==> src/rtl/div_pkg.sv <==
// Shared constants and state encoding for the sequential 32-bit divider.
package div_pkg;

  typedef enum logic [1:0] {
    IDLE = 2'd0,
    CALC = 2'd1,
    DONE = 2'd2
  } state_t;

  localparam int          DIV_WIDTH     = 32;
  localparam int          DIV_ITERS     = 32;
  localparam logic [31:0] DIV_BY_ZERO_Q = 32'hFFFF_FFFF;

endpackage

==> src/rtl/div32_seq_if.sv <==
// Start/busy/done handshake and operand/result bus between the control unit and div32_seq.
interface div32_seq_if #(
  parameter int WIDTH = 32
);

  logic             start;
  logic [WIDTH-1:0] dividend;
  logic [WIDTH-1:0] divisor;
  logic             is_signed;
  logic             busy;
  logic             done;
  logic [WIDTH-1:0] quotient;
  logic [WIDTH-1:0] remainder;
  logic             div_by_zero;

  modport master (
    output start, dividend, divisor, is_signed,
    input  busy, done, quotient, remainder, div_by_zero
  );

  modport slave (
    input  start, dividend, divisor, is_signed,
    output busy, done, quotient, remainder, div_by_zero
  );

endinterface

==> src/rtl/div_step.sv <==
// One restoring-division step: shift the {remainder, quotient} register left and trial-subtract.
module div_step #(
  parameter int WIDTH = 32
) (
  input  logic [2*WIDTH-1:0] rem_in,
  input  logic [WIDTH-1:0]   dvs,
  output logic [2*WIDTH-1:0] rem_out
);

  logic [WIDTH:0] upper;
  logic [WIDTH:0] trial;

  // The bit shifted out of the top is kept as the trial's 33rd bit, since the
  // partial remainder can exceed 32 bits for divisors with the MSB set.
  assign upper = rem_in[2*WIDTH-1:WIDTH-1];
  assign trial = upper - {1'b0, dvs};

  assign rem_out = trial[WIDTH] ? {rem_in[2*WIDTH-2:0], 1'b0}
                                : {trial[WIDTH-1:0], rem_in[WIDTH-2:0], 1'b1};

endmodule

==> src/rtl/div32_seq.sv <==
// Iterative restoring divider, one quotient bit per clock, start/busy/done handshake.
// Signed division (is_signed) is built only when DIV32_SIGNED_EN is defined.
module div32_seq
  import div_pkg::*;
#(
  parameter int WIDTH = DIV_WIDTH,
  parameter int CNT_W = 6
) (
  input  logic        clk,
  input  logic        rst_n,
  div32_seq_if.slave  bus
);

  state_t               state;
  logic [CNT_W-1:0]     cnt;
  logic [2*WIDTH-1:0]   work;
  logic [2*WIDTH-1:0]   work_nxt;
  logic [WIDTH-1:0]     dvs;
  logic [WIDTH-1:0]     dvd_raw;
  logic                 zero_div;
  logic [WIDTH-1:0]     abs_a;
  logic [WIDTH-1:0]     abs_b;
  logic [WIDTH-1:0]     q_fix;
  logic [WIDTH-1:0]     r_fix;

`ifdef DIV32_SIGNED_EN
  logic neg_a;
  logic neg_b;
  logic neg_q;
  logic neg_r;

  assign neg_a = bus.is_signed & bus.dividend[WIDTH-1];
  assign neg_b = bus.is_signed & bus.divisor[WIDTH-1];
  assign abs_a = neg_a ? -bus.dividend : bus.dividend;
  assign abs_b = neg_b ? -bus.divisor  : bus.divisor;
  // Quotient truncates toward zero; remainder follows the dividend's sign.
  assign q_fix = neg_q ? -work[WIDTH-1:0]       : work[WIDTH-1:0];
  assign r_fix = neg_r ? -work[2*WIDTH-1:WIDTH] : work[2*WIDTH-1:WIDTH];
`else
  logic unused_sign;

  assign unused_sign = bus.is_signed;
  assign abs_a = bus.dividend;
  assign abs_b = bus.divisor;
  assign q_fix = work[WIDTH-1:0];
  assign r_fix = work[2*WIDTH-1:WIDTH];
`endif

  div_step #(.WIDTH(WIDTH)) u_step (
    .rem_in  (work),
    .dvs     (dvs),
    .rem_out (work_nxt)
  );

  always_ff @(posedge clk or negedge rst_n) begin
    if (!rst_n) begin
      state           <= IDLE;
      cnt             <= '0;
      work            <= '0;
      dvs             <= '0;
      dvd_raw         <= '0;
      zero_div        <= 1'b0;
`ifdef DIV32_SIGNED_EN
      neg_q           <= 1'b0;
      neg_r           <= 1'b0;
`endif
      bus.busy        <= 1'b0;
      bus.done        <= 1'b0;
      bus.quotient    <= '0;
      bus.remainder   <= '0;
      bus.div_by_zero <= 1'b0;
    end else begin
      bus.done <= 1'b0;
      case (state)
        IDLE: begin
          if (bus.start) begin
            dvd_raw  <= bus.dividend;
            dvs      <= abs_b;
            work     <= {{WIDTH{1'b0}}, abs_a};
            cnt      <= '0;
            zero_div <= (bus.divisor == '0);
`ifdef DIV32_SIGNED_EN
            neg_q    <= neg_a ^ neg_b;
            neg_r    <= neg_a;
`endif
            bus.busy <= 1'b1;
            state    <= (bus.divisor == '0) ? DONE : CALC;
          end
        end
        CALC: begin
          work <= work_nxt;
          cnt  <= cnt + 1'b1;
          if (cnt == CNT_W'(DIV_ITERS - 1)) state <= DONE;
        end
        DONE: begin
          bus.busy        <= 1'b0;
          bus.done        <= 1'b1;
          bus.div_by_zero <= zero_div;
          bus.quotient    <= zero_div ? DIV_BY_ZERO_Q : q_fix;
          bus.remainder   <= zero_div ? dvd_raw       : r_fix;
          state           <= IDLE;
        end
        default: state <= IDLE;
      endcase
    end
  end

endmodule

==> src/flat_wrapper.sv <==
// flat-port wrapper written by rule: the top's interface ports become plain ports
module div32_seq_flat import div_pkg::*;
#(
  parameter int WIDTH = DIV_WIDTH,
  parameter int CNT_W = 6
)
  (clk, rst_n, bus_start, bus_dividend, bus_divisor, bus_is_signed, bus_busy, bus_done, bus_quotient, bus_remainder, bus_div_by_zero);
  div32_seq_if #(.WIDTH(WIDTH)) bus_i ();
  input  logic clk;
  input  logic rst_n;
  input wire logic [$bits(bus_i.start)-1:0] bus_start;
  input wire logic [$bits(bus_i.dividend)-1:0] bus_dividend;
  input wire logic [$bits(bus_i.divisor)-1:0] bus_divisor;
  input wire logic [$bits(bus_i.is_signed)-1:0] bus_is_signed;
  output wire logic [$bits(bus_i.busy)-1:0] bus_busy;
  output wire logic [$bits(bus_i.done)-1:0] bus_done;
  output wire logic [$bits(bus_i.quotient)-1:0] bus_quotient;
  output wire logic [$bits(bus_i.remainder)-1:0] bus_remainder;
  output wire logic [$bits(bus_i.div_by_zero)-1:0] bus_div_by_zero;
  assign bus_i.start = bus_start;
  assign bus_i.dividend = bus_dividend;
  assign bus_i.divisor = bus_divisor;
  assign bus_i.is_signed = bus_is_signed;
  assign bus_busy = bus_i.busy;
  assign bus_done = bus_i.done;
  assign bus_quotient = bus_i.quotient;
  assign bus_remainder = bus_i.remainder;
  assign bus_div_by_zero = bus_i.div_by_zero;
  div32_seq #(.WIDTH(WIDTH), .CNT_W(CNT_W)) u_core (.clk(clk), .rst_n(rst_n), .bus(bus_i));
endmodule
==> config.mk <==
export PLATFORM = sky130hd
export DESIGN_NAME = div32_seq_flat
export DESIGN_NICKNAME = d
export VERILOG_FILES = /design/src/rtl/div_pkg.sv /design/src/rtl/div32_seq_if.sv /design/src/rtl/div_step.sv /design/src/rtl/div32_seq.sv /design/src/flat_wrapper.sv
export SDC_FILE = /design/constraint.sdc
export NUM_CORES = 1
export LEC_CHECK = 0
export CAP_MARGIN = 20
export CORE_MARGIN = 1.5
export CORE_UTILIZATION = 65
export CTS_CLUSTER_DIAMETER = 30
export DETAILED_ROUTE_END_ITERATION = 16
export DONT_BUFFER_PORTS = 1
export GPL_TIMING_DRIVEN = 0
export PLACE_DENSITY = 0.81
export SYNTH_ARGS = -nofsm -noshare
export SYNTH_HDL_FRONTEND = slang
export SYNTH_SLANG_ARGS = --single-unit
==> constraint.sdc <==
create_clock -name clk -period 6.27 [get_ports clk]
set_input_delay 1.254 -clock clk [delete_from_list [all_inputs] [get_ports clk]]
set_output_delay 1.254 -clock clk [all_outputs]
set_load 0.01 [all_outputs]
======== Yosys cells after proc, flatten, opt, wreduce, memory -nomap -nowiden ========
Index checks and enable logic that the tools add are counted.
word-level totals
  bits in registers ....................... 204
  output and inout bits ................... 67
  word-level logic and storage cells ...... 40
cells by class
  $add $sub $neg .......................... 2
  equal/unequal tests ..................... 5
  mux-type cells .......................... 14
  reductions and logical operators ........ 8
operators by type and width
  cell                                                                     number
  64-bit two-way mux                                                       2
  64-bit one-hot mux with 2 select lines                                   1
  32-bit two-way mux                                                       2
  33-bit by 32-bit subtractor with 33-bit output                           1
  32-bit logical NOT                                                       1
  6-bit one-hot mux with 2 select lines                                    1
  2-bit AND reduction                                                      4
  6-bit by 1-bit adder with 6-bit output, second input constant            1
  6-bit by 5-bit == test with 1-bit output, second input constant          1
  2-bit two-way mux                                                        3
  6-bit two-way mux                                                        1
  2-bit one-hot mux with 2 select lines                                    1
  2-bit nonzero test                                                       2
  2-bit by 1-bit == test with 1-bit output, second input constant          1
  2-bit == test, second input constant                                     1
  2-bit logical NOT                                                        1
  1-bit two-way mux                                                        2
  2-bit by 1-bit inequality test with 1-bit output, second input constant  1
  2-bit inequality test, second input constant                             1
  1-bit one-hot mux with 2 select lines                                    1

======== Longest topological paths before layout ========
Gate-level depths: netlist of run 1.
  depth after elaboration ................. 4
  depth in mapped cells ................... 14
  gate-level depth less buffers ........... 12

======== Cells and area by module ========
Synthesis of run 1 repeated with hierarchy kept, for this count alone.
unflattened totals
  cells, all modules ...................... 1196
  area, all modules ....................... 11070.6 um^2
modules (own cells, without submodules)
  module     times used  cells an instance  area each (um^2)  sequential area each (um^2)
  div32_seq  1           860                8479.4            5104.9
  div_step   1           336                2591.2            0.0

======== Least setup slack after synthesis of run 1 ========
OpenSTA, ideal clock, no wires.
  path kind ............................... register to register
  start ................................... register u_core.work[31]
  end ..................................... register u_core.work[45]
  arrival time ............................ 2783 ps
  path slack .............................. 3361 ps
  stages on the path, launching flop included .. 15
  buffers on the path ..................... 2
  clock period less this slack ............ 2909 ps
  cells stage by stage .................... dfrtp_1 -> inv_1 -> ha_1 -> inv_1 -> fa_1 -> a21o_1 -> a311o_1 -> a22oi_2 -> and4b_1 -> or3_4 -> nand3_2 -> buf_12 -> buf_12 -> a32oi_1 -> o21ai_1
on the way
  word-level cells in the longest chain between the ends .. 3
ends and longest elaborated chain
  what                                            line             RTL
  start, declared                                 div32_seq.sv:16  logic [2*WIDTH-1:0] work;
  start signal, assigned                          div32_seq.sv:79  work <= {{WIDTH{1'b0}}, abs_a};
  start signal, assigned                          div32_seq.sv:91  work <= work_nxt;
  33-bit by 32-bit subtractor with 33-bit output  div_step.sv:16   assign trial = upper - {1'b0, dvs};
  64-bit two-way mux                              div_step.sv:18   assign rem_out = trial[WIDTH] ? {rem_in[2*WIDTH-2:0], 1'b0}
  64-bit one-hot mux with 2 select lines          div32_seq.sv:74  case (state)
No other way between the ends.
A chain may end at the register's enable or synchronous reset.

======== Worst setup path after layout of run 1 ========
  start ................................... register u_core.work[31]
  end ..................................... register u_core.work[63]
Same word-level chain as after synthesis.

==> run summary, run 1 <==
status = complete, no violations
die width = 130 microns
worst path arrival time = 4.03 ns
initial antenna violation count = 0
Cell Area, Placed = 0.0108 sq mm
non-filler cells, final = 1,479
maxcap violations = 0
fillcell total = 1,064
HPWL Detailed = 19.7 mm
CTS resizes = 0
vias in the first global route = 8,817
Leak = 5.65 nW
setup violators final = 0
Worst Setup Start Kind = flop
gr ovfl total = 0
EDFF count, synth = 0
final wirelength = 28.9 mm
IO Port Bufs = 0
post-synthesis net count = 1,293
First-pass DRT Iterations = 5
crit path max fanout = 10
CTS HTree Levels = 2
area of the multi-input gates = 0.00488 sq mm
Die Span Y = 130 microns
Max-slew headroom = 0.476
R2R Setup Slk = 2.68 ns
post-synthesis cell area = 0.0105 sq mm
syn_area_per_cell = 8.82 sq um
Yosys reg bits = 204
clock tree buffer depth = 3
commonest non-fill, non-tap cell in the layout = nand2_1
clock-pin slew of the registers on the worst-case setup and hold paths = 0.05 ns
Setup CP Type = flop to flop
FF+latch area = 0.00510 sq mm
synth warn = 0
Tcrit/Tclk final = 0.573
Antenna Nets Post-Route = 0
clock skew = 0.0230 ns
CTS tree = yes
final net count = 1,335
most frequent cells in the layout = nand2_1 (239), dfrtp_1 (204), nor2_1 (129), a21oi_1 (98), nand3_1 (90)
Vias/cell = 6.15
Area Growth Syn to Fin = 15.6%
peak supply drop = 0.000338 V
RSZ-0062 raised after global routing = false
Final Max Slew Viols = 0
initial core utilization = 0.664
I/O pin cnt = 135
final worst slack = 2.68 ns
ANT cells = 0
pre-CTS setup slack = 2.80 ns
DIE AREA = 0.0169 sq mm
async set or reset register ratio after synthesis = 1.00
GRT Overall Usage = 0.346
first-pass GRT wire length = 45.1 mm
Tmin final = 3.59 ns
share of cells above drive strength 1 = 0.0776
final RePlAce weighted congestion = 0.963
Syn Inst Count = 1,191
cts hold-fix bufs = 0
synth unique cells = 77
Fin Setup TNS = 0 ns
Finished Cell Area = 0.0122 sq mm
DP Cell Count = 1,408
DRC = 0
top_reg_cell synth = dfrtp_1
Max Freq = 278 MHz
Worst-Skew Late Latency = 0.52 ns
Avg WL per Cell = 19.6 microns
largest net degree at the start of global routing = 205
post-CTS setup buffers = 0
Slew @ Worst Pin = 0.784 ns
Crit path required time = 6.71 ns
Detailed Route Iter0 Violations = 797
CTS root buf = clkbuf_16
register area share after synthesis = 0.486
Hold Path Class = primary input to async pin
final hold violation count = 0
Std-Cell Rows = 46
Cell Pwr Density = 614 mW/mm^2
CTS buffer count = 39
Clock Sinks = 204
DR vias = 9,095
core footprint = 0.0158 sq mm
CP Capture Type = flop
## synthesized netlist by cell type (all sizes together) (2+ instances only)
library cell / instances / area share
nand3: 92 / 0.045
o21a: 2 / 0.0014
dfrtp: 204 / 0.49
a2111oi: 3 / 0.0044
o22ai: 2 / 0.0012
mux2: 2 / 0.0025
nor2: 129 / 0.046
mux2i: 55 / 0.052
nor2b: 4 / 0.0024
and3: 6 / 0.0037
clkbuf: 51 / 0.018
a311o: 4 / 0.0038
or3: 5 / 0.0035
nor3: 15 / 0.0071
a31o: 2 / 0.0017
nor3b: 3 / 0.0021
a32oi: 2 / 0.0017
a311oi: 2 / 0.0017
nor4: 9 / 0.0060
a31oi: 3 / 0.0018
ha: 33 / 0.039
nand2: 240 / 0.086
o21ai: 74 / 0.036
xor2: 8 / 0.0067
a211oi: 5 / 0.0040
o311ai: 3 / 0.0032
buf: 19 / 0.015
clkinv: 2 / 0.00071
inv: 46 / 0.016
o21bai: 2 / 0.0014
a21oi: 98 / 0.047
a22oi: 2 / 0.0019
a41oi: 2 / 0.0017
o211ai: 6 / 0.0043
a21o: 11 / 0.0086
a211o: 2 / 0.0017
or2: 3 / 0.0018
nand4: 7 / 0.0048
xnor2: 14 / 0.012
## sequential cells by signal (all words and copies together) (netlist names)
register                cells
u_core.bus.remainder       32
u_core.state                2
u_core.cnt                  6
u_core.zero_div             1
u_core.work                64
u_core.dvd_raw             32
u_core.bus.div_by_zero      1
u_core.bus.quotient        32
u_core.dvs                 32
u_core.bus.busy             1
u_core.bus.done             1
## metrics by stage
| stage | util | hold slack (ns) | power, mW |
|---|---|---|---|
| 4_1_cts | 0.768 | 0.418 | 7.41 |
| 3_5_place_dp | 0.682 | 0.467 | 5.19 |
| 3_3_place_gp | 0.681 | 0.457 | 5.07 |
| 5_1_grt | 0.768 | 0.413 | 7.93 |
| 2_1_floorplan | - | 0.446 | 4.47 |
| 6_report | 0.768 | 0.420 | 7.46 |
## worst paths after layout
| kind | from | end | cells past startpoint |
|---|---|---|---|
| min in group clk | u_core.dvd_raw[30] | u_core.dvd_raw[30] | 2 |
| max in group asynchronous | rst_n | u_core.dvd_raw[30] | 0 |
| hold / removal | rst_n | u_core.bus.quotient[6] | 0 |
| hold reg to reg | u_core.dvd_raw[30] | u_core.dvd_raw[30] | 2 |
| setup reg to reg | u_core.work[31] | u_core.work[63] | 13 |
| setup / recovery | u_core.work[31] | u_core.work[63] | 13 |
## logic make-up after synthesis
logic type / count (synthesis) / share of synthesized area
AO/OA/AOI/OAI: 233 / 0.134
XOR/XNOR: 22 / 0.0183
adder cells (fa/ha/maj): 34 / 0.0412
buffers and inverters: 118 / 0.0504
flip-flops: 204 / 0.486
multiplexers: 57 / 0.0549
AND/OR/NAND/NOR: 523 / 0.216
## worst max-delay path: stages (launching register included)
cell and delay [ns]:
dfrtp_1 0.38, inv_1 0.12, ha_1 0.20, inv_1 0.06, fa_1 0.39, a21o_1 0.21
a311o_1 0.40, a22oi_2 0.22, and4b_1 0.32, or3_4 0.17, nand3_2 0.18, buf_12 0.23
nor4b_1 0.47, a311o_1 0.18
## metal layers
layer | GRT usage | wire, microns | share of wire | vias to the layer above
li1 | - | - | - | 4181
met1 | 0.455 | 11900 | 0.41 | 4405
met2 | 0.559 | 13600 | 0.47 | 441
met3 | 0.0914 | 2720 | 0.094 | 68
met4 | 0.120 | 751 | 0.026 | 0
met5 | 0 | 0 | 0 | -
## power breakdown
part / total (mW) / switching, mW / internal (mW)
logic: 2.84 / 1.78 / 1.07
registers: 2.46 / 0.554 / 1.91
clock network: 2.15 / 0.699 / 1.45
## area by class of cell
| type | instances | share of cell area |
|---|---|---|
| clock inverters | 22 | 0.0248 |
| repair buffers | 1 | 0.000618 |
| flip-flops and latches | 204 | 0.420 |
| clock buffers | 49 | 0.0876 |
| inverters | 48 | 0.0148 |
| well taps | 216 | 0.0222 |
| multi-input cells | 869 | 0.401 |
| plain buffers | 70 | 0.0287 |
(Power assumes the default switching activity.)
==> inputs of run 2 (changes only) <==
--- a/config.mk
+++ b/config.mk
@@ -7,12 +7,12 @@
 export LEC_CHECK = 0
 export CAP_MARGIN = 20
 export CORE_MARGIN = 1.5
-export CORE_UTILIZATION = 65
+export CORE_UTILIZATION = 64
 export CTS_CLUSTER_DIAMETER = 30
 export DETAILED_ROUTE_END_ITERATION = 16
 export DONT_BUFFER_PORTS = 1
 export GPL_TIMING_DRIVEN = 0
-export PLACE_DENSITY = 0.81
+export PLACE_DENSITY = 0.8
 export SYNTH_ARGS = -nofsm -noshare
 export SYNTH_HDL_FRONTEND = slang
 export SYNTH_SLANG_ARGS = --single-unit
==> constraint.sdc (replaced) <==
create_clock -name clk -period 3.54 [get_ports clk]
set_input_delay 0.708 -clock clk [delete_from_list [all_inputs] [get_ports clk]]
set_output_delay 0.708 -clock clk [all_outputs]
set_load 0.01 [all_outputs]
==> run summary, run 2 (same netlist as run 1, synthesis figures left out) <==
status = complete, but fails checks
failing checks = hold timing
Slew @ Worst Pin = 0.813 ns (+0.0293 ns)
core footprint = 0.0159 sq mm (+0.73%)
GR Util met1 = 0.459 (+0.00382)
First-pass DRT Iterations = 5 (unchanged)
GRT Overall Usage = 0.351 (+0.00422)
largest net degree at the start of global routing = 205 (unchanged)
Leak = 5.66 nW (+0.12%)
Finished Cell Area = 0.0122 sq mm (about the same)
peak supply drop = 0.000576 V (+70%)
initial antenna violation count = 0 (unchanged)
Tcrit/Tclk final = 0.970 (+0.397)
Bufs and invs on worst path = 3 (unchanged)
CTS root buf = clkbuf_16
Slowest-stage cell, CP = fa_1
CP max stage delay = 0.40 ns (-0.07 ns)
GRT met3 Usage = 0.0864 (-0.00501)
post-CTS setup buffers = 0 (unchanged)
die width = 131 microns (+0.76%)
gr ovfl total = 0 (unchanged)
Top reg by flops = u_core.work
Worst-Skew Late Latency = 0.52 ns (about the same)
Area Growth Syn to Fin = 15.7% (about the same)
Antenna Nets Post-Route = 0 (unchanged)
Cell Pwr Density = 1090 mW/mm^2 (+78%)
most frequent cells in the layout = nand2_1 (239), dfrtp_1 (204), nor2_1 (129), a21oi_1 (98), nand3_1 (90)
Final Max Slew Viols = 0 (unchanged)
max FFs per register = 64 (unchanged)
RR Endpoint = u_core.work[63]
RSZ-0062 raised after global routing = false
maxcap violations = 0 (unchanged)
IO Port Bufs = 0 (unchanged)
Vias/cell = 6.17 (+0.38%)
final wirelength = 29.8 mm (+3.0%)
clock skew = 0.0122 ns (-0.0108 ns)
CTS HTree Levels = 2 (unchanged)
Fin Setup TNS = 0 ns (unchanged)
I/O pin cnt = 135 (unchanged)
worst hold slack = -0.119 ns (-0.538 ns)
Crit path required time = 4.00 ns (-2.71 ns)
Std-Cell Rows = 46 (unchanged)
Setup CP Type = flop to flop
clock-pin slew of the registers on the worst-case setup and hold paths = 0.05 ns (about the same)
final hold violation count = 204 (+204)
final RePlAce weighted congestion = 0.945 (-1.9%)
crit path max fanout = 10 (unchanged)
Detailed Route Iter0 Violations = 868 (+8.9%)
final worst slack = 0.107 ns (-2.57 ns)
clock tree buffer depth = 3 (unchanged)
initial core utilization = 0.659 (-0.00479)
critical path's top delay family = compound AO/OA/AOI/OAI gates
crit-path cells = inv_1 > ha_1 > inv_1 > fa_1 > a21o_1 > a311o_1 > a22oi_2 > and4b_2 > or3_4 > nand3_2 > buf_12 > nor4b_1 > a311o_1
Tmin final = 3.43 ns (-0.159 ns)
final net count = 1,335 (unchanged)
Max-slew headroom = 0.458 (-0.0184)
Clock Sinks = 204 (unchanged)
CP Capture Type = flop
Worst Setup Start Kind = flop
Cell Area, Placed = 0.0108 sq mm (unchanged)
first-pass GRT wire length = 47.7 mm (+6.0%)
CTS buffer count = 39 (unchanged)
met2 Use GR = 0.577 (+0.0179)
DR vias = 9,117 (+0.24%)
ANT cells = 0 (unchanged)
setup violators final = 0 (unchanged)
vias in the first global route = 9,097 (+3.2%)
worst path arrival time = 3.89 ns (-0.14 ns)
Max Freq = 291 MHz (+4.6%)
pre-CTS setup slack = 0.167 ns (-2.63 ns)
Die Span Y = 131 microns (+0.76%)
R2R Setup Slk = 0.11 ns (-2.57 ns)
fin util = 0.763 (-0.00499)
commonest non-fill, non-tap cell in the layout = nand2_1
GRT busiest layer = met2
R2R cell count = 13 (unchanged)
Avg WL per Cell = 20.2 microns (+3.1%)
Hold Path Class = primary input to async pin
share of cells above drive strength 1 = 0.0777 (+0.000123)
DIE AREA = 0.0172 sq mm (+1.5%)
DRC = 0 (unchanged)
HPWL Detailed = 19.7 mm (-0.25%)
Reg2Reg Launch Point = u_core.work[31]
CTS tree = yes
PnR Total Power = 13.3 mW (+78%)
run 2: cell count changes in the layout (fill, tap and decap cells not counted), sizes merged:
cell,change
inv,+2
clkinv,-3
clkbuf,+2
bufinv,-1
clkinvlp,-2
run 2: through the flow:
| step | hold slack (ns) | instances |
|---|---|---|
| after global routing | -0.126 | 1477 |
| after CTS | -0.122 | 1477 |
| after global placement | 0.417 | 1407 |
| after detailed placement | 0.416 | 1408 |
| final | -0.119 | 1477 |
| after floorplan | 0.412 | 1191 |
run 2: how the worst max path moves through the flow:
stage	from	end	slack (ns)	cells past startpoint
after global routing	u_core.work[31]	u_core.work[43]	0.006	14
final	u_core.work[31]	u_core.work[63]	0.11	13
after detailed placement	u_core.work[31]	u_core.work[40]	0.17	14
after floorplan	u_core.work[31]	u_core.work[45]	0.63	14
after CTS	u_core.work[31]	u_core.work[63]	0.12	13
after global placement	u_core.work[31]	u_core.work[63]	0.20	13
run 2: layer usage:
metal  vias to the layer above  share of wire
met5                         -              0
met4                         0          0.023
met3                        58          0.087
met2                       434           0.48
met1                      4449           0.41
li1                       4176              -
run 2: worst register-to-register path, delay by kind of cell (launching register included):
| family | cells | cell delay (ns) |
|---|---|---|
| AOI/OAI and AO/OA | 4 | 1.01 |
| adders and majority gates | 2 | 0.61 |
| buffers and inverters | 3 | 0.39 |
| DFF | 1 | 0.37 |
| and+or+nand+nor | 4 | 0.96 |
run 2: repair_timing:
| action | in CTS | in global routing |
|---|---|---|
| resized for setup | 0 | 1 |
| endpoints found under the setup margin | 0 | 2 |
| endpoints found under the hold margin | 204 | 204 |
run 2: final cells by class:
type | instances | area, sq um
Buffer | 70 | 349
Clock buffer | 51 | 1090
Clock inverter | 18 | 283
Fill cell | 1085 | 3780
Inverter | 48 | 180
Multi-Input combinational cell | 869 | 4880
Sequential cell | 204 | 5100
Tap cell | 216 | 270
Timing Repair Buffer | 1 | 7.51
run 2: report_power, final:
group	internal, mW	leakage (nW)	switching, mW
registers	3.38	2.52	0.988
logic	1.89	2.47	3.17
clock network	2.55	0.670	1.28
total	7.83	5.66	5.43
==> inputs of run 3 (changes only) <==
--- a/config.mk
+++ b/config.mk
@@ -12,7 +12,7 @@
 export DETAILED_ROUTE_END_ITERATION = 16
 export DONT_BUFFER_PORTS = 1
 export GPL_TIMING_DRIVEN = 0
-export PLACE_DENSITY = 0.8
+export PLACE_DENSITY = 0.84
 export SYNTH_ARGS = -nofsm -noshare
 export SYNTH_HDL_FRONTEND = slang
 export SYNTH_SLANG_ARGS = --single-unit
==> constraint.sdc (replaced) <==
create_clock -name clk -period 3.2 [get_ports clk]
set_input_delay 0.64 -clock clk [delete_from_list [all_inputs] [get_ports clk]]
set_output_delay 0.64 -clock clk [all_outputs]
set_load 0.01 [all_outputs]
==> run summary, run 3 (same netlist as run 1, synthesis figures left out) <==
status = complete, but fails checks
failing checks = hold timing, setup timing
commonest non-fill, non-tap cell in the layout = nand2_1
power share of the combinational group = 0.402 (+0.020)
CTS tree = yes
Area Growth Syn to Fin = 15.5%
Detailed Route Iter0 Violations = 977 (+13%)
Reg2Reg Launch Point = u_core.work[31]
final wirelength = 29.8 mm (+0.13%)
gr ovfl total = 0 (unchanged)
Top reg by flops = u_core.work
ANT cells = 0 (unchanged)
Crit path required time = 3.62 ns (-0.38 ns)
largest net degree at the start of global routing = 205 (unchanged)
switching share of power = 0.415 (+0.00487)
sequential share of power = 0.335 (+0.006)
Worst Setup Start Kind = flop
I/O pin cnt = 135 (unchanged)
vias in the first global route = 8,864 (-2.6%)
DIE AREA = 0.0172 sq mm (unchanged)
die width = 131 microns (unchanged)
final hold violation count = 204 (unchanged)
Final Max Slew Viols = 0 (unchanged)
final RePlAce weighted congestion = 0.911 (-3.5%)
setup violators final = 12 (+12)
initial core utilization = 0.659 (unchanged)
Antenna Nets Post-Route = 0 (unchanged)
CTS root buf = clkbuf_16
CTS buffer count = 35 (-10%)
share of cells above drive strength 1 = 0.0919 (+0.0142)
Max Freq = 306 MHz (+5.1%)
HPWL Detailed = 20.3 mm (+3.3%)
Cell Pwr Density = 1190 mW/mm^2 (+9.1%)
peak supply drop = 0.000539 V (-6.3%)
maxcap violations = 0 (unchanged)
Fin Setup TNS = -0.283 ns (-0.283 ns)
Pint = 8.45 mW (+7.9%)
Avg WL per Cell = 20.2 microns (about the same)
DRC = 0 (unchanged)
initial antenna violation count = 0 (unchanged)
worst path arrival time = 3.68 ns (-0.21 ns)
CP Capture Type = flop
most frequent cells in the layout = nand2_1 (239), dfrtp_1 (204), nor2_1 (129), a21oi_1 (98), nand3_1 (89)
final net count = 1,341 (+0.45%)
Sw Pwr = 5.98 mW (+10%)
Critical path origin = u_core.work[31]
IO Port Bufs = 0 (unchanged)
GRT Overall Usage = 0.347 (-0.00408)
worst hold slack = -0.172 ns (-0.0531 ns)
RSZ-0062 raised after global routing = true
First-pass DRT Iterations = 7 (+2)
pre-CTS setup slack = -0.204 ns (-0.371 ns)
Worst-Skew Late Latency = 0.52 ns (about the same)
Max-slew headroom = 0.472 (+0.0143)
core footprint = 0.0159 sq mm (unchanged)
Hold Path Class = primary input to async pin
Tcrit/Tclk final = 1.02 (+0.0509)
PnR Total Power = 14.4 mW (+8.8%)
first-pass GRT wire length = 47.3 mm (-0.84%)
crit path max fanout = 4 (-6)
Leak = 5.61 nW (-0.96%)
R2R Setup Slk = -0.07 ns (-0.17 ns)
max FFs per register = 64 (unchanged)
clock-pin slew of the registers on the worst-case setup and hold paths = 0.05 ns (about the same)
Clock power frac = 0.263 (-0.026)
CTS HTree Levels = 2 (unchanged)
Die Span Y = 131 microns (unchanged)
Clock Sinks = 204 (unchanged)
Tmin final = 3.27 ns (-0.167 ns)
Std-Cell Rows = 46 (unchanged)
DR vias = 9,285 (+1.8%)
clock skew = 0.0266 ns (+0.0144 ns)
Vias/cell = 6.28 (+1.8%)
Slew @ Worst Pin = 0.792 ns (-0.0214 ns)
Setup CP Type = flop to flop
final worst slack = -0.0663 ns (-0.173 ns)
clock tree buffer depth = 3 (unchanged)
## run 3: cell type report
class | instances | area, sq um
Timing Repair Buffer | 11 | 86.3
Fill cell | 1053 | 3810
Multi-Input combinational cell | 869 | 4940
Tap cell | 216 | 270
Clock buffer | 41 | 970
Buffer | 70 | 349
Inverter | 48 | 180
Sequential cell | 204 | 5100
Clock inverter | 19 | 235
## run 3: stage by stage
stage	utilization	std cells	instance area (sq um)
floorplan	-	1191	10500
global placement	0.676	1407	10800
detailed placement	0.677	1408	10800
CTS	0.754	1469	12000
global route	0.761	1478	12100
finish	0.761	1478	12100
## run 3: metal layers
| metal | vias to the layer above | routed length, microns | GRT usage |
|---|---|---|---|
| met5 | - | 0 | 0 |
| met2 | 500 | 14200 | 0.559 |
| met4 | 0 | 794 | 0.108 |
| met1 | 4517 | 11900 | 0.466 |
| li1 | 4185 | - | - |
| met3 | 83 | 2910 | 0.0841 |
## run 3: power groups by stage
| stage | Sequential [mW] | Clock (mW) | Combinational (mW) |
|---|---|---|---|
| after floorplan | 4.49 | 0 | 4.27 |
| after global placement | 4.74 | 0 | 5.17 |
| after global routing | 4.93 | 3.94 | 6.43 |
| final | 4.83 | 3.79 | 5.80 |
| after CTS | 4.80 | 3.79 | 5.55 |
| after detailed placement | 4.79 | 0 | 5.40 |
## run 3: what timing repair did
| item | in CTS | in global routing |
|---|---|---|
| endpoints found under the hold margin | 204 | 204 |
| setup endpoints to repair | 32 | 27 |
| setup buffers | 1 | 9 |
| resized for setup | 6 | 12 |
| pin swaps | 4 | 10 |
## run 3: final timing paths
check / cells after the start / endpoint
setup / recovery: 13 / u_core.work[47]
hold / removal: 0 / u_core.bus.quotient[8]
setup reg to reg: 13 / u_core.work[47]
hold reg to reg: 2 / u_core.dvd_raw[19]
max in group asynchronous: 0 / u_core.bus.remainder[27]
min in group clk: 2 / u_core.dvs[0]
## run 3: worst max-delay path, cell delays in order (launching register included)
cell	delay (ns)
dfrtp_1	0.39
inv_2	0.09
ha_4	0.15
inv_2	0.04
fa_2	0.36
a21o_1	0.22
a311o_1	0.40
a22oi_2	0.22
and4b_2	0.32
or3_4	0.16
nand3_4	0.12
buf_6	0.17
or3b_4	0.37
o211ai_1	0.17
